File: config.mk
export PLATFORM = sky130hd
export DESIGN_NAME = rv32i_decode_stage_flat
export DESIGN_NICKNAME = d
export VERILOG_FILES = /design/src/rtl/fe_pkg.sv /design/src/rtl/rv32i_decode_stage_if.sv /design/src/rtl/rv32i_decode_comb.sv /design/src/rtl/rv32i_decode_stage.sv /design/src/flat_wrapper.sv
export SDC_FILE = /design/constraint.sdc
export NUM_CORES = 1
export LEC_CHECK = 0
export BUFFER_PORTS_ARGS = -buffer_cell sky130_fd_sc_hd__buf_2
export CORE_ASPECT_RATIO = 0.6
export CORE_MARGIN = 4
export CORE_UTILIZATION = 40
export DETAILED_ROUTE_END_ITERATION = 7
export SETUP_SLACK_MARGIN = 0.3
export SKIP_CTS_REPAIR_TIMING = 1
export SLEW_MARGIN = 20
export SYNTH_ARGS = -nofsm -noshare
export SYNTH_HDL_FRONTEND = slang
export SYNTH_SLANG_ARGS = --single-unit
File: constraint.sdc
create_clock -name clk -period 7.2 [get_ports clk]
set_input_delay 1.44 -clock clk [delete_from_list [all_inputs] [get_ports clk]]
set_output_delay 1.44 -clock clk [all_outputs]
set_load 0.01 [all_outputs]
File: src/rtl/fe_pkg.sv
// Shared front-end definitions: RV32I mnemonics, opcodes, funct constants,
// the decoded-instruction record and immediate-extraction helpers.
package fe_pkg;

  typedef enum logic [5:0] {
    ILLEGAL = 6'd0,
    LUI, AUIPC, JAL, JALR,
    BEQ, BNE, BLT, BGE, BLTU, BGEU,
    LB, LH, LW, LBU, LHU,
    SB, SH, SW,
    ADDI, SLTI, SLTIU, XORI, ORI, ANDI, SLLI, SRLI, SRAI,
    ADD, SUB, SLL, SLT, SLTU, XOR, SRL, SRA, OR, AND,
    FENCE, ECALL, EBREAK
  } RV32I_INSTRUCTION_t;

  typedef enum logic [6:0] {
    OP_R      = 7'b0110011,
    OP_I      = 7'b0010011,
    OP_LOAD   = 7'b0000011,
    OP_S      = 7'b0100011,
    OP_B      = 7'b1100011,
    OP_JAL    = 7'b1101111,
    OP_JALR   = 7'b1100111,
    OP_LUI    = 7'b0110111,
    OP_AUIPC  = 7'b0010111,
    OP_FENCE  = 7'b0001111,
    OP_SYSTEM = 7'b1110011
  } RV32I_OPCODE_t;

  // Operand layout used to pick register fields and immediate.
  typedef enum logic [2:0] {
    FMT_NONE, FMT_R, FMT_I, FMT_SH, FMT_S, FMT_B, FMT_U, FMT_J
  } rv32i_fmt_t;

  // Skid-buffer occupancy.
  typedef enum logic [1:0] {
    BUF_EMPTY = 2'd0,
    BUF_ONE   = 2'd1,
    BUF_TWO   = 2'd2
  } buf_state_t;

  localparam logic [2:0] F3_ADD  = 3'b000;
  localparam logic [2:0] F3_SLL  = 3'b001;
  localparam logic [2:0] F3_SR   = 3'b101;
  localparam logic [6:0] F7_ZERO = 7'b0000000;
  localparam logic [6:0] F7_ALT  = 7'b0100000;

  typedef struct packed {
    RV32I_INSTRUCTION_t mnemonic;
    logic [4:0]         rs1;
    logic [4:0]         rs2;
    logic [4:0]         rd;
    logic [31:0]        imm;
    logic               illegal;
  } rv32i_decoded_t;

  function automatic logic [31:0] imm_i(input logic [31:0] instr);
    return {{20{instr[31]}}, instr[31:20]};
  endfunction

  function automatic logic [31:0] imm_s(input logic [31:0] instr);
    return {{20{instr[31]}}, instr[31:25], instr[11:7]};
  endfunction

  function automatic logic [31:0] imm_b(input logic [31:0] instr);
    return {{19{instr[31]}}, instr[31], instr[7], instr[30:25], instr[11:8], 1'b0};
  endfunction

  function automatic logic [31:0] imm_u(input logic [31:0] instr);
    return {instr[31:12], 12'd0};
  endfunction

  function automatic logic [31:0] imm_j(input logic [31:0] instr);
    return {{11{instr[31]}}, instr[31], instr[19:12], instr[20], instr[30:21], 1'b0};
  endfunction

endpackage

File: src/rtl/rv32i_decode_stage_if.sv
// Fetch-side and execute-side handshake bundle of the decode stage.
interface rv32i_decode_stage_if #(
  parameter int unsigned XLEN     = 32,
  parameter int unsigned PC_WIDTH = 32
) ();
  import fe_pkg::*;

  logic                in_valid;
  logic                in_ready;
  logic [31:0]         in_instr;
  logic [PC_WIDTH-1:0] in_pc;

  logic                out_valid;
  logic                out_ready;
  logic [PC_WIDTH-1:0] out_pc;
  RV32I_INSTRUCTION_t  out_mnemonic;
  logic [4:0]          out_rs1;
  logic [4:0]          out_rs2;
  logic [4:0]          out_rd;
  logic [XLEN-1:0]     out_imm;
  logic                out_illegal;

  // Decode stage side.
  modport slave (
    input  in_valid, in_instr, in_pc, out_ready,
    output in_ready, out_valid, out_pc, out_mnemonic,
           out_rs1, out_rs2, out_rd, out_imm, out_illegal
  );

  // Fetch/execute (environment) side.
  modport master (
    output in_valid, in_instr, in_pc, out_ready,
    input  in_ready, out_valid, out_pc, out_mnemonic,
           out_rs1, out_rs2, out_rd, out_imm, out_illegal
  );
endinterface

File: src/rtl/rv32i_decode_comb.sv
// Pure combinational RV32I decoder: instruction word -> rv32i_decoded_t.
module rv32i_decode_comb
  import fe_pkg::*;
(
  input  logic [31:0]    instr_i,
  output rv32i_decoded_t dec_o
);
  RV32I_OPCODE_t      opcode_s;
  logic [2:0]         funct3_s;
  logic [6:0]         funct7_s;
  RV32I_INSTRUCTION_t mn_s;
  rv32i_fmt_t         fmt_s;

  assign opcode_s = RV32I_OPCODE_t'(instr_i[6:0]);
  assign funct3_s = instr_i[14:12];
  assign funct7_s = instr_i[31:25];

  // Classify: mnemonic plus the operand format that selects fields.
  always_comb begin
    mn_s  = ILLEGAL;
    fmt_s = FMT_NONE;
    case (opcode_s)
      OP_LUI:   begin mn_s = LUI;   fmt_s = FMT_U; end
      OP_AUIPC: begin mn_s = AUIPC; fmt_s = FMT_U; end
      OP_JAL:   begin mn_s = JAL;   fmt_s = FMT_J; end
      OP_JALR: begin
        fmt_s = FMT_I;
        if (funct3_s == 3'b000) mn_s = JALR;
        else                    mn_s = ILLEGAL;
      end
      OP_B: begin
        fmt_s = FMT_B;
        case (funct3_s)
          3'b000:  mn_s = BEQ;
          3'b001:  mn_s = BNE;
          3'b100:  mn_s = BLT;
          3'b101:  mn_s = BGE;
          3'b110:  mn_s = BLTU;
          3'b111:  mn_s = BGEU;
          default: mn_s = ILLEGAL;
        endcase
      end
      OP_LOAD: begin
        fmt_s = FMT_I;
        case (funct3_s)
          3'b000:  mn_s = LB;
          3'b001:  mn_s = LH;
          3'b010:  mn_s = LW;
          3'b100:  mn_s = LBU;
          3'b101:  mn_s = LHU;
          default: mn_s = ILLEGAL;
        endcase
      end
      OP_S: begin
        fmt_s = FMT_S;
        case (funct3_s)
          3'b000:  mn_s = SB;
          3'b001:  mn_s = SH;
          3'b010:  mn_s = SW;
          default: mn_s = ILLEGAL;
        endcase
      end
      OP_I: begin
        fmt_s = FMT_I;
        case (funct3_s)
          F3_ADD:  mn_s = ADDI;
          3'b010:  mn_s = SLTI;
          3'b011:  mn_s = SLTIU;
          3'b100:  mn_s = XORI;
          3'b110:  mn_s = ORI;
          3'b111:  mn_s = ANDI;
          F3_SLL: begin
            fmt_s = FMT_SH;
            if (funct7_s == F7_ZERO) mn_s = SLLI;
            else                     mn_s = ILLEGAL;
          end
          F3_SR: begin
            fmt_s = FMT_SH;
            if (funct7_s == F7_ZERO)     mn_s = SRLI;
            else if (funct7_s == F7_ALT) mn_s = SRAI;
            else                         mn_s = ILLEGAL;
          end
          default: mn_s = ILLEGAL;
        endcase
      end
      OP_R: begin
        fmt_s = FMT_R;
        if (funct7_s == F7_ZERO) begin
          case (funct3_s)
            3'b000:  mn_s = ADD;
            3'b001:  mn_s = SLL;
            3'b010:  mn_s = SLT;
            3'b011:  mn_s = SLTU;
            3'b100:  mn_s = XOR;
            3'b101:  mn_s = SRL;
            3'b110:  mn_s = OR;
            3'b111:  mn_s = AND;
            default: mn_s = ILLEGAL;
          endcase
        end else if (funct7_s == F7_ALT) begin
          case (funct3_s)
            F3_ADD:  mn_s = SUB;
            F3_SR:   mn_s = SRA;
            default: mn_s = ILLEGAL;
          endcase
        end else begin
          mn_s = ILLEGAL;
        end
      end
      OP_FENCE: begin
        fmt_s = FMT_I;
        if (funct3_s == 3'b000) mn_s = FENCE;
        else                    mn_s = ILLEGAL;
      end
      OP_SYSTEM: begin
        fmt_s = FMT_I;
        if (instr_i == 32'h0000_0073)      mn_s = ECALL;
        else if (instr_i == 32'h0010_0073) mn_s = EBREAK;
        else                               mn_s = ILLEGAL;
      end
      default: mn_s = ILLEGAL;
    endcase
  end

  // Pull out the fields the format uses; anything illegal is forced to zero.
  always_comb begin
    dec_o          = '0;
    dec_o.mnemonic = mn_s;
    if (mn_s == ILLEGAL) begin
      dec_o.illegal = 1'b1;
    end else begin
      case (fmt_s)
        FMT_R:  begin dec_o.rs1 = instr_i[19:15]; dec_o.rs2 = instr_i[24:20]; dec_o.rd = instr_i[11:7]; end
        FMT_I:  begin dec_o.rs1 = instr_i[19:15]; dec_o.rd = instr_i[11:7]; dec_o.imm = imm_i(instr_i); end
        FMT_SH: begin dec_o.rs1 = instr_i[19:15]; dec_o.rd = instr_i[11:7]; dec_o.imm = {27'd0, instr_i[24:20]}; end
        FMT_S:  begin dec_o.rs1 = instr_i[19:15]; dec_o.rs2 = instr_i[24:20]; dec_o.imm = imm_s(instr_i); end
        FMT_B:  begin dec_o.rs1 = instr_i[19:15]; dec_o.rs2 = instr_i[24:20]; dec_o.imm = imm_b(instr_i); end
        FMT_U:  begin dec_o.rd = instr_i[11:7]; dec_o.imm = imm_u(instr_i); end
        FMT_J:  begin dec_o.rd = instr_i[11:7]; dec_o.imm = imm_j(instr_i); end
        default: dec_o.imm = 32'd0;
      endcase
    end
  end
endmodule

File: src/rtl/rv32i_decode_stage.sv
// Registered RV32I decode stage: combinational decode feeding a 2-entry
// skid buffer so fetch sees a state-only in_ready under back-pressure.
module rv32i_decode_stage
  import fe_pkg::*;
#(
  parameter int unsigned XLEN     = 32,
  parameter int unsigned PC_WIDTH = 32
) (
  input  logic                clk,
  input  logic                rst_n,
  input  logic                flush,
  rv32i_decode_stage_if.slave bus
);
  typedef struct packed {
    logic [PC_WIDTH-1:0] pc;
    rv32i_decoded_t      dec;
  } entry_t;

  buf_state_t     state_q, state_d;
  entry_t         head_q, head_d;
  entry_t         skid_q, skid_d;
  entry_t         new_s;
  rv32i_decoded_t dec_s;
  logic           in_ready_q;
  logic           out_valid_q;
  logic           in_xfer_s;
  logic           out_xfer_s;

  rv32i_decode_comb u_decode (
    .instr_i (bus.in_instr),
    .dec_o   (dec_s)
  );

  assign new_s.pc   = bus.in_pc;
  assign new_s.dec  = dec_s;
  assign in_xfer_s  = bus.in_valid && in_ready_q;
  assign out_xfer_s = out_valid_q && bus.out_ready;

  // Outputs come straight from registers: handshake flags and the head entry.
  assign bus.in_ready     = in_ready_q;
  assign bus.out_valid    = out_valid_q;
  assign bus.out_pc       = head_q.pc;
  assign bus.out_mnemonic = head_q.dec.mnemonic;
  assign bus.out_rs1      = head_q.dec.rs1;
  assign bus.out_rs2      = head_q.dec.rs2;
  assign bus.out_rd       = head_q.dec.rd;
  assign bus.out_imm      = head_q.dec.imm[XLEN-1:0];
  assign bus.out_illegal  = head_q.dec.illegal;

  // Next buffer occupancy and contents; flush empties regardless of handshakes.
  always_comb begin
    state_d = state_q;
    head_d  = head_q;
    skid_d  = skid_q;
    if (flush) begin
      state_d = BUF_EMPTY;
    end else begin
      case (state_q)
        BUF_EMPTY: begin
          if (in_xfer_s) begin
            head_d  = new_s;
            state_d = BUF_ONE;
          end else begin
            state_d = BUF_EMPTY;
          end
        end
        BUF_ONE: begin
          case ({in_xfer_s, out_xfer_s})
            2'b10: begin skid_d = new_s; state_d = BUF_TWO; end
            2'b01: state_d = BUF_EMPTY;
            2'b11: head_d = new_s;
            default: state_d = BUF_ONE;
          endcase
        end
        BUF_TWO: begin
          if (out_xfer_s) begin
            head_d  = skid_q;
            state_d = BUF_ONE;
          end else begin
            state_d = BUF_TWO;
          end
        end
        default: state_d = BUF_EMPTY;
      endcase
    end
  end

  // Buffer FSM registers; handshake flags are registered decodes of the next state.
  always_ff @(posedge clk) begin
    if (!rst_n) begin
      state_q     <= BUF_EMPTY;
      head_q      <= '0;
      skid_q      <= '0;
      in_ready_q  <= 1'b0;
      out_valid_q <= 1'b0;
    end else begin
      state_q     <= state_d;
      head_q      <= head_d;
      skid_q      <= skid_d;
      in_ready_q  <= (state_d != BUF_TWO);
      out_valid_q <= (state_d != BUF_EMPTY);
    end
  end
endmodule

File: src/flat_wrapper.sv
// flat-port wrapper written by rule: the top's interface ports become plain ports
module rv32i_decode_stage_flat import fe_pkg::*;
#(
  parameter int unsigned XLEN     = 32,
  parameter int unsigned PC_WIDTH = 32
)
  (clk, rst_n, flush, bus_in_valid, bus_in_instr, bus_in_pc, bus_out_ready, bus_in_ready, bus_out_valid, bus_out_pc, bus_out_mnemonic, bus_out_rs1, bus_out_rs2, bus_out_rd, bus_out_imm, bus_out_illegal);
  rv32i_decode_stage_if #(.XLEN(XLEN), .PC_WIDTH(PC_WIDTH)) bus_i ();
  input  logic clk;
  input  logic rst_n;
  input  logic flush;
  input wire logic [$bits(bus_i.in_valid)-1:0] bus_in_valid;
  input wire logic [$bits(bus_i.in_instr)-1:0] bus_in_instr;
  input wire logic [$bits(bus_i.in_pc)-1:0] bus_in_pc;
  input wire logic [$bits(bus_i.out_ready)-1:0] bus_out_ready;
  output wire logic [$bits(bus_i.in_ready)-1:0] bus_in_ready;
  output wire logic [$bits(bus_i.out_valid)-1:0] bus_out_valid;
  output wire logic [$bits(bus_i.out_pc)-1:0] bus_out_pc;
  output wire logic [$bits(bus_i.out_mnemonic)-1:0] bus_out_mnemonic;
  output wire logic [$bits(bus_i.out_rs1)-1:0] bus_out_rs1;
  output wire logic [$bits(bus_i.out_rs2)-1:0] bus_out_rs2;
  output wire logic [$bits(bus_i.out_rd)-1:0] bus_out_rd;
  output wire logic [$bits(bus_i.out_imm)-1:0] bus_out_imm;
  output wire logic [$bits(bus_i.out_illegal)-1:0] bus_out_illegal;
  assign bus_i.in_valid = bus_in_valid;
  assign bus_i.in_instr = bus_in_instr;
  assign bus_i.in_pc = bus_in_pc;
  assign bus_i.out_ready = bus_out_ready;
  assign bus_in_ready = bus_i.in_ready;
  assign bus_out_valid = bus_i.out_valid;
  assign bus_out_pc = bus_i.out_pc;
  assign bus_out_mnemonic = bus_i.out_mnemonic;
  assign bus_out_rs1 = bus_i.out_rs1;
  assign bus_out_rs2 = bus_i.out_rs2;
  assign bus_out_rd = bus_i.out_rd;
  assign bus_out_imm = bus_i.out_imm;
  assign bus_out_illegal = bus_i.out_illegal;
  rv32i_decode_stage #(.XLEN(XLEN), .PC_WIDTH(PC_WIDTH)) u_core (.clk(clk), .rst_n(rst_n), .flush(flush), .bus(bus_i));
endmodule
* Word level (Yosys, flattened, before mapping)
Memory sizes are Yosys's and may differ from the RTL's. Cells that the tools add are included.
Storage, ports and cells: flip-flop bits (word level) 176, memories 1, bits in read-only memories 48, output and inout port bits 88, input bits 69, word-level logic and storage cells 104
Cells by class: mux-type cells 32, reductions and logical operators 16, bitwise logic cells 1, eq/ne operators 37
Memories:
- (name not given) | words 8, bits a word 6, rd ports 1, clocked after memory_dff 0, wr ports 0, RTL line rv32i_decode_comb.sv:89 | case (funct3_s)
Operators by type and width (count):
- two-way mux 86 bit | 3
- case mux 86 bit (3 select lines) | 1
- case mux 32 bit (6 select lines) | 1
- case mux 6 bit (11 select lines) | 1
- case mux 6 bit (8 select lines) | 1
- two-way mux 47 bit | 1
- == test 32 x 21 -> 1 bit, second input constant | 1
- == test 32 x 7 -> 1 bit, second input constant | 1
- two-way mux 5 bit | 6
- two-way mux 6 bit | 5
- == test 7 x 6 -> 1 bit, second input constant | 4
- == test 7 bit, second input constant | 4
- == test 3 bit, second input constant | 8
- case mux 4 bit (6 select lines) | 1
- case mux 3 bit (7 select lines) | 1
- case mux 4 bit (5 select lines) | 1
- case mux 5 bit (3 select lines) | 1
- == test 7 x 5 -> 1 bit, second input constant | 2
- == test 3 x 2 -> 1 bit, second input constant | 4
- case mux 2 bit (3 select lines) | 2
- case mux 6 bit (2 select lines) | 1
- OR reduction 5 bit | 2
- == test 7 x 2 -> 1 bit, second input constant | 1
- == test 7 x 4 -> 1 bit, second input constant | 1
- 21 further kinds | 32

* Logic depth before layout (Yosys ltp)
Gate-level depths: netlist of run 1.
depth after elaboration 10, depth in mapped cells 15, gate-level depth less buffers 10

* Hierarchy
Synthesis of run 1 repeated with hierarchy kept, for this count alone.
Second synthesis, totals: cell total of the unflattened synthesis 1064, area, all modules 8904.8 um^2
Modules (own cells, without submodules):
- rv32i_decode_stage | instances 1, cells an instance 788, seq. area each 3523.4 um^2, area each 7269.5 um^2
- rv32i_decode_comb | instances 1, cells an instance 276, seq. area each 0.0 um^2, area each 1635.3 um^2

* Least setup slack after synthesis of run 1
No wires, ideal clock.
path kind input-to-reg, start point input bus_in_instr[13], end point register u_core.skid_q[1] in the netlist's numbering, buffers on the path 5, stages 15, library setup time 128 ps, required time 7072 ps, arrival time 4100 ps, slack 2972 ps, cells stage by stage clkbuf_1 -> inv_1 -> ha_1 -> clkbuf_1 -> or3_1 -> o211a_1 -> o21ai_1 -> o41a_1 -> nand4_1 -> or3b_1 -> buf_4 -> buf_4 -> buf_4 -> a22oi_1 -> nor2_1
On the way: cells in the longest elaborated chain, start to end 7, elaborated cells on any way between the ends 35, classes of those cells eq/ne: 15; mux: 16; reduce/logical: 3; memory: 1
Ends and longest elaborated chain:
- start, declared | RTL line flat_wrapper.sv:13 | input wire logic [$bits(bus_i.in_instr)-1:0] bus_in_instr;
- == test 3 bit, or another cell as far along
- OR reduction 2 bit (no line) or case mux 6 bit (2 select lines) (tied branches)
- two-way mux 1 bit or two-way mux 6 bit (tied branches) | RTL line rv32i_decode_comb.sv:65, rv32i_decode_comb.sv:100
- case mux 3 bit (7 select lines) or two-way mux 6 bit (tied branches) | RTL line rv32i_decode_comb.sv:22, rv32i_decode_comb.sv:88
- == test 3 bit, or another cell as far along | RTL line rv32i_decode_comb.sv:132 | case (fmt_s)
- case mux 32 bit (6 select lines) or zero test 6 bit (tied branches) | RTL line rv32i_decode_comb.sv:132, rv32i_decode_comb.sv:129
- two-way mux 47 bit (*) | RTL line rv32i_decode_comb.sv:129 | if (mn_s == ILLEGAL) begin
- end signal, assigned | RTL line rv32i_decode_stage.sv:99 | skid_q <= skid_d;
- end, declared | RTL line rv32i_decode_stage.sv:21 | entry_t skid_q, skid_d;
Every way passes the cells marked *; elsewhere a longest branch is shown, timed or not. The select of a mux whose other input is x is not followed. A chain may end at the register's enable or synchronous reset.

* Final worst setup path of run 1
start point input bus_in_instr[13], end point register u_core.head_q, in the netlist u_core.bus.out_imm[20]
On the way: cells in the longest elaborated chain, start to end 9, elaborated cells on any way between the ends 38, classes of those cells eq/ne: 15; mux: 19; reduce/logical: 3; memory: 1
Ends and longest elaborated chain:
- == test 3 bit, or another cell as far along
- OR reduction 2 bit (no line) or case mux 6 bit (2 select lines) (tied branches)
- two-way mux 1 bit or two-way mux 6 bit (tied branches) | RTL line rv32i_decode_comb.sv:65, rv32i_decode_comb.sv:100
- case mux 3 bit (7 select lines) or two-way mux 6 bit (tied branches) | RTL line rv32i_decode_comb.sv:22, rv32i_decode_comb.sv:88
- == test 3 bit, or another cell as far along | RTL line rv32i_decode_comb.sv:132
- case mux 32 bit (6 select lines) or zero test 6 bit (tied branches) | RTL line rv32i_decode_comb.sv:132, rv32i_decode_comb.sv:129
- two-way mux 47 bit (*) | RTL line rv32i_decode_comb.sv:129
- two-way mux 86 bit (on tied branches) | RTL line rv32i_decode_stage.sv:68, rv32i_decode_stage.sv:60
- case mux 86 bit (3 select lines) (*) | RTL line rv32i_decode_stage.sv:58 | case (state_q)
- end signal, assigned | RTL line rv32i_decode_stage.sv:92 | head_q <= '0;
- end signal, assigned | RTL line rv32i_decode_stage.sv:98 | head_q <= head_d;
- end, declared | RTL line rv32i_decode_stage.sv:20 | entry_t head_q, head_d;
Marks and branches as above.

==> impl_metrics.py, run 1 <==
metrics = {
    "run": {
        "drv_cap": 0,
    },
    "die": {
        "die_y_microns": 119.3,
        "ioPinCount": 157,
        "start_util_pct": 41.03,
        "dieArea_sq_um": 23070,
        "core_area_sq_um": 20120,
        "die_x_microns": 193.5,
        "rows": 40,
    },
    "synthesis": {
        "synth.avg_cell_area_sq_um": 7.650,
        "ys_warn_count": 0,
        "ys_ff_latch": 176,
        "syn_area_sq_um": 8254,
        "synth_nets": 1153,
        "synthCells": 1079,
        "synth_seq_area_share_pct": 42.69,
        "synth.distinct_cells": 66,
        "synth_edf_count": 0,
        "synthArstFlopShare_pct": 0,
        "synth_flop_cell": "dfxtp_1",
    },
    "global_routing": {
        "grt_pass1_vias": 7327,
        "overflow": 0,
        "antenna_found_initial": 0,
        "grt_max_degree": 73,
        "track_usage_pct": 23.66,
        "grt_pass1_wl_microns": 43990,
    },
    "route": {
        "ant_nets": 0,
        "vias": 8368,
        "drt-pass1-iter-count": 5,
        "via_per_inst": 5.759,
        "totalWireLength_microns": 28050,
        "drtIter0Drc": 875,
        "wl_per_cell_microns": 19.31,
        "drc": 0,
    },
    "cells_and_area": {
        "drive_above_1_share_pct": 18.14,
        "diodes": 0,
        "fin_nets": 1241,
        "postLayoutCoreUtil_pct": 47.77,
        "area_delta_synth_final_pct": 16.43,
        "layoutNonFillerInstCount": 1453,
        "stdcell_area_sq_um": 9610,
    },
    "sta": {
        "drv_slew": 0,
        "grt_setup_unrepaired": "false",
        "setup_violations": 0,
        "skew_ns": 0.01322,
        "worst_pin_slew_ns": 0.9575,
        "hold_viol_final": 0,
        "max_freq_mhz": 208.1,
        "setup_tns_ns": 0,
        "fin_crit_ns": 4.806,
        "period_share_pct": 66.75,
        "relSlewSlack_pct": 36.10,
    },
    "critical_path": {
        "critPathMaxFanout": 32,
        "crit_type": "primary input to flop",
        "cp-start-kind": "primary input",
        "end_kind": "flop",
        "critical_path_arrival_ns": 5.14,
        "cp.required_ns": 7.53,
    },
    "power_and_ir_drop": {
        "p_int_mw": 1.517,
        "peakVddDrop_uv": 171.4,
        "combinationalPowerShare_pct": 10.2,
        "total_power_mw": 2.085,
        "p_leak_nw": 3.694,
        "powerDensity_nw_per_um2": 216.9,
        "p_sw_mw": 0.5678,
        "switching_share_pct": 27.24,
        "clkPwrFrac_pct": 41.4,
        "seq_power_share_pct": 48.5,
    },
    "clock_network": {
        "cts_sinks": 176,
        "cts_tree": "built",
        "cts_buffer_depth": 2,
        "clock_latency_ns": 0.44,
        "numCtsBuffers": 17,
        "h-tree-depth": 4,
        "clk_pin_slew_ns": 0.07,
        "cts_root_buffer": "clkbuf_16",
    },
    "min_path": {
        "hp-class": "flop to flop",
    },
    "placement": {
        "dp.final_hpwl_microns": 18720,
        "gp_congestion": 0.9457,
        "portBuffers": 156,
        "place_inst": 1421,
        "place_area_sq_um": 9077,
    },
    "status": {
        "status": "complete, no violations",
    },
}
[cell families after synthesis]
family | after synthesis | share of synthesized area [%]
and+or+nand+nor | 426 | 24.19
buffers and inverters | 112 | 5.685
muxes | 1 | 0.2728
AOI/OAI and AO/OA | 359 | 26.41
DFF | 176 | 42.69
adders and majority gates | 5 | 0.7579
[flip-flops by register name (all words and copies together), names as in the netlist]
name                     count
u_core.bus.out_valid         1
u_core.state_q               2
u_core.bus.out_rs2           5
u_core.bus.out_rs1           5
u_core.bus.out_mnemonic      6
u_core.bus.out_rd            5
u_core.bus.out_imm          32
u_core.bus.out_pc           32
u_core.skid_q               86
u_core.bus.in_ready          1
u_core.bus.out_illegal       1
[worst paths after layout]
path	start	end	slack (ns)	cells after the start
worst min register to register	u_core.skid_q[23]$_SDFFE_PN0P_	u_core.skid_q[23]$_SDFFE_PN0P_	0.45	2
worst min-delay path	u_core.skid_q[23]$_SDFFE_PN0P_	u_core.skid_q[23]$_SDFFE_PN0P_	0.45	2
worst max-delay path	bus_in_instr[13]	u_core.bus.out_imm[20]$_SDFFE_PN0P_	2.39	10
worst max register to register	u_core.state_q[0]$_SDFF_PN0_	u_core.bus.out_imm[20]$_SDFFE_PN0P_	4.53	4
[critical path: stages]
cell and delay, ns:
buf_2 0.17, inv_1 0.14, ha_1 0.48, inv_1 0.20, a2111oi_0 0.66, o21ai_0 0.22, nand4_1 0.15, or3b_2 0.57
nand4_1 0.65, o32ai_1 0.44
[power by group through the flow]
stage | registers, mW | clock network (mW) | logic, mW
after global placement | 1.03 | 0 | 0.209
after detailed placement | 1.03 | 0 | 0.208
after floorplan | 1.04 | 0 | 0.110
after global routing | 1.01 | 0.919 | 0.232
after CTS | 1.01 | 0.881 | 0.209
final | 1.01 | 0.863 | 0.212
[stage by stage]
step	hold slack [ns]	worst slack, ns
6_report	0.4520	2.394
5_1_grt	0.4661	2.133
4_1_cts	0.4514	2.571
3_5_place_dp	0.4418	2.130
3_3_place_gp	0.4337	2.187
2_1_floorplan	0.4228	2.972
[cells in the final DEF (no fill, tap or decap), types with 14 or more instances in the layout]
cell type / instances
o21ai_1: 21
clkbuf_16: 17
a311oi_1: 32
o21ai_0: 57
nand3_1: 20
a21oi_1: 156
nand4_1: 43
a211oi_1: 14
buf_2: 156
nor2_1: 99
nand2_1: 193
dfxtp_1: 176
[cells in the mapped netlist, drive strengths merged (13+ instances only)]
| master | count | area [sq um] |
|---|---|---|
| a211oi | 14 | 105.1 |
| a21oi | 157 | 785.8 |
| a311oi | 32 | 280.3 |
| a31oi | 13 | 81.33 |
| buf | 24 | 138.9 |
| clkbuf | 76 | 285.3 |
| dfxtp | 176 | 3523 |
| nand2 | 193 | 724.4 |
| nand3 | 20 | 100.1 |
| nand4 | 44 | 290.3 |
| nor2 | 101 | 379.1 |
| o21ai | 78 | 390.4 |
[routing by layer]
layer / wire length [microns] / share of wire [%] / GRT usage [%] / up-vias
met4: 224 / 0.80 / 3.890 / 0
met1: 14390 / 51 / 38.75 / 3956
met3: 2597 / 9.3 / 7.012 / 23
met2: 10840 / 39 / 29.86 / 323
li1: - / - / - / 4066
met5: 0 / 0 / 0 / -
[final cells by class]
cell class              instances  area (sq um)
fillers                      2083         10510
clock inverters                11         82.58
repair buffers                169         878.3
multi-input cells             791          4288
clock buffers                  21         450.4
inverters                      12         46.29
flip-flops and latches        176          3523
well taps                     273         341.6
No activity file was read; power rests on OpenSTA's default activity.
==> run 2, diff against run 1 <==
==> constraint.sdc (replaced) <==
create_clock -name clk -period 4.35 [get_ports clk]
set_input_delay 0.87 -clock clk [delete_from_list [all_inputs] [get_ports clk]]
set_output_delay 0.87 -clock clk [all_outputs]
set_load 0.01 [all_outputs]
==> impl_metrics.py, run 2 (synthesis results as in run 1) <==
metrics = {
    "placement": {
        "place_ws_ns": 0.2223,
        "gp_congestion": 0.9560,
        "dp.final_hpwl_microns": 19170,
        "portBuffers": 156,
    },
    "global_routing": {
        "grt_max_degree": 61,
        "antenna_found_initial": 0,
        "grt_pass1_wl_microns": 43160,
        "grt_pass1_vias": 7385,
        "track_usage_pct": 23.12,
        "overflow": 0,
    },
    "power_and_ir_drop": {
        "peakVddDrop_uv": 298.7,
        "combinationalPowerShare_pct": 9.8,
        "powerDensity_nw_per_um2": 368.9,
        "total_power_mw": 3.632,
        "p_int_mw": 2.716,
        "switching_share_pct": 25.22,
        "p_leak_nw": 3.844,
        "clkPwrFrac_pct": 44.2,
        "seq_power_share_pct": 46.0,
        "p_sw_mw": 0.9160,
    },
    "sta": {
        "setup_violations": 0,
        "drv_slew": 0,
        "skew_ns": 0.009671,
        "fin_ws_ns": 0.6285,
        "setup_tns_ns": 0,
        "max_freq_mhz": 268.7,
        "relSlewSlack_pct": 31.35,
        "worst_pin_slew_ns": 1.030,
        "grt_setup_unrepaired": "false",
        "period_share_pct": 85.55,
        "fin_crit_ns": 3.721,
        "hold_viol_final": 0,
    },
    "critical_path": {
        "critical_path_arrival_ns": 4.05,
        "cp-endpoint": "u_core.bus.out_imm[4]$_SDFFE_PN0P_",
        "rr_worst_depth": 6,
        "cp.required_ns": 4.68,
        "crit_type": "primary input to flop",
        "rr_startpoint": "u_core.state_q[1]$_SDFF_PN0_",
        "cp-start-kind": "primary input",
        "end_kind": "flop",
        "critPathMaxFanout": 16,
        "critPathLaunch": "bus_in_instr[13]",
        "r2r_end": "u_core.bus.out_pc[30]$_SDFFE_PN0P_",
        "r2r_slack_ns": 1.90,
    },
    "clock_network": {
        "cts_buffer_depth": 2,
        "cts_tree": "built",
        "cts_root_buffer": "clkbuf_16",
        "clk_pin_slew_ns": 0.07,
        "numCtsBuffers": 17,
        "clock_latency_ns": 0.44,
        "h-tree-depth": 4,
        "cts_sinks": 176,
    },
    "route": {
        "drc": 0,
        "via_per_inst": 5.698,
        "wl_per_cell_microns": 18.74,
        "drtIter0Drc": 685,
        "vias": 8388,
        "totalWireLength_microns": 27580,
        "ant_nets": 0,
        "drt-pass1-iter-count": 5,
    },
    "status": {
        "status": "complete, no violations",
    },
    "cells_and_area": {
        "seq_area_sq_um": 3523,
        "area_delta_synth_final_pct": 19.27,
        "diodes": 0,
        "drive_above_1_share_pct": 19.43,
        "multi_input_area_sq_um": 4285,
        "top_register": "u_core.skid_q",
        "fin_nets": 1261,
        "largest_reg_flops": 86,
        "fill_cells": 2035,
        "layout_common_cells": "nand2_1, dfxtp_1, a21oi_1, buf_2, nor2_1",
        "layout_commonest_cell": "nand2_1",
    },
    "die": {
        "rows": 40,
        "ioPinCount": 157,
        "dieArea_sq_um": 23070,
        "die_y_microns": 119.3,
        "core_area_sq_um": 20120,
        "start_util_pct": 41.03,
        "die_x_microns": 193.5,
    },
    "run": {
        "drv_cap": 0,
    },
    "min_path": {
        "hp-class": "flop to flop",
    },
}
## run 2: routing by layer
layer,up-vias,track usage (%),part of all wire [%],routed length [microns]
met5,-,0,0,0
met4,0,4.598,0.87,240
met3,20,5.739,8.1,2233
met2,337,30.25,39,10690
met1,3929,37.37,52,14420
li1,4102,-,-,-
## run 2: power groups by stage
stage | Combinational (mW) | Clock (mW) | Sequential, mW
2_1_floorplan | 0.182 | 0 | 1.72
3_3_place_gp | 0.354 | 0 | 1.71
3_5_place_dp | 0.351 | 0 | 1.71
4_1_cts | 0.352 | 1.63 | 1.67
5_1_grt | 0.390 | 1.70 | 1.68
6_report | 0.356 | 1.60 | 1.67
## run 2: worst min path at each step
stage / start / endpoint / slack [ns] / cells past startpoint
6_report: u_core.skid_q[21]$_SDFFE_PN0P_ / u_core.skid_q[21]$_SDFFE_PN0P_ / 0.45 / 2
5_1_grt: u_core.skid_q[21]$_SDFFE_PN0P_ / u_core.skid_q[21]$_SDFFE_PN0P_ / 0.46 / 2
4_1_cts: u_core.skid_q[21]$_SDFFE_PN0P_ / u_core.skid_q[21]$_SDFFE_PN0P_ / 0.45 / 2
3_5_place_dp: u_core.skid_q[21]$_SDFFE_PN0P_ / u_core.skid_q[21]$_SDFFE_PN0P_ / 0.44 / 2
3_3_place_gp: u_core.skid_q[21]$_SDFFE_PN0P_ / u_core.skid_q[21]$_SDFFE_PN0P_ / 0.44 / 2
2_1_floorplan: u_core.skid_q[21]$_SDFFE_PN0P_ / u_core.skid_q[21]$_SDFFE_PN0P_ / 0.42 / 2
## run 2: worst max-delay path, cell delays in order
cell	delay, ns
buf_2	0.21
inv_1	0.14
ha_1	0.36
mux4_2	0.51
and4_1	0.24
a21oi_1	0.11
and4_1	0.27
or3b_2	0.65
a221oi_1	0.48
buf_4	0.18
nor2_1	0.03
## run 2: final cells by class
cell class | instances | share of cell area (%)
clock buffer | 22 | 4.817
clock inverter | 9 | 1.347
inverter | 12 | 0.4703
multi-input combinational | 791 | 43.53
sequential | 176 | 35.79
tap | 273 | 3.470
timing repair buffer | 189 | 10.57
## run 2: through the flow
step	std cells	utilization (%)	cell area [sq um]	hold slack [ns]
detailed placement	1441	45.91	9238	0.4365
global placement	1441	45.91	9238	0.4361
global route	1472	48.93	9844	0.4595
CTS	1472	48.93	9844	0.4455
finish	1472	48.93	9844	0.4478
floorplan	1079	-	8254	0.4228
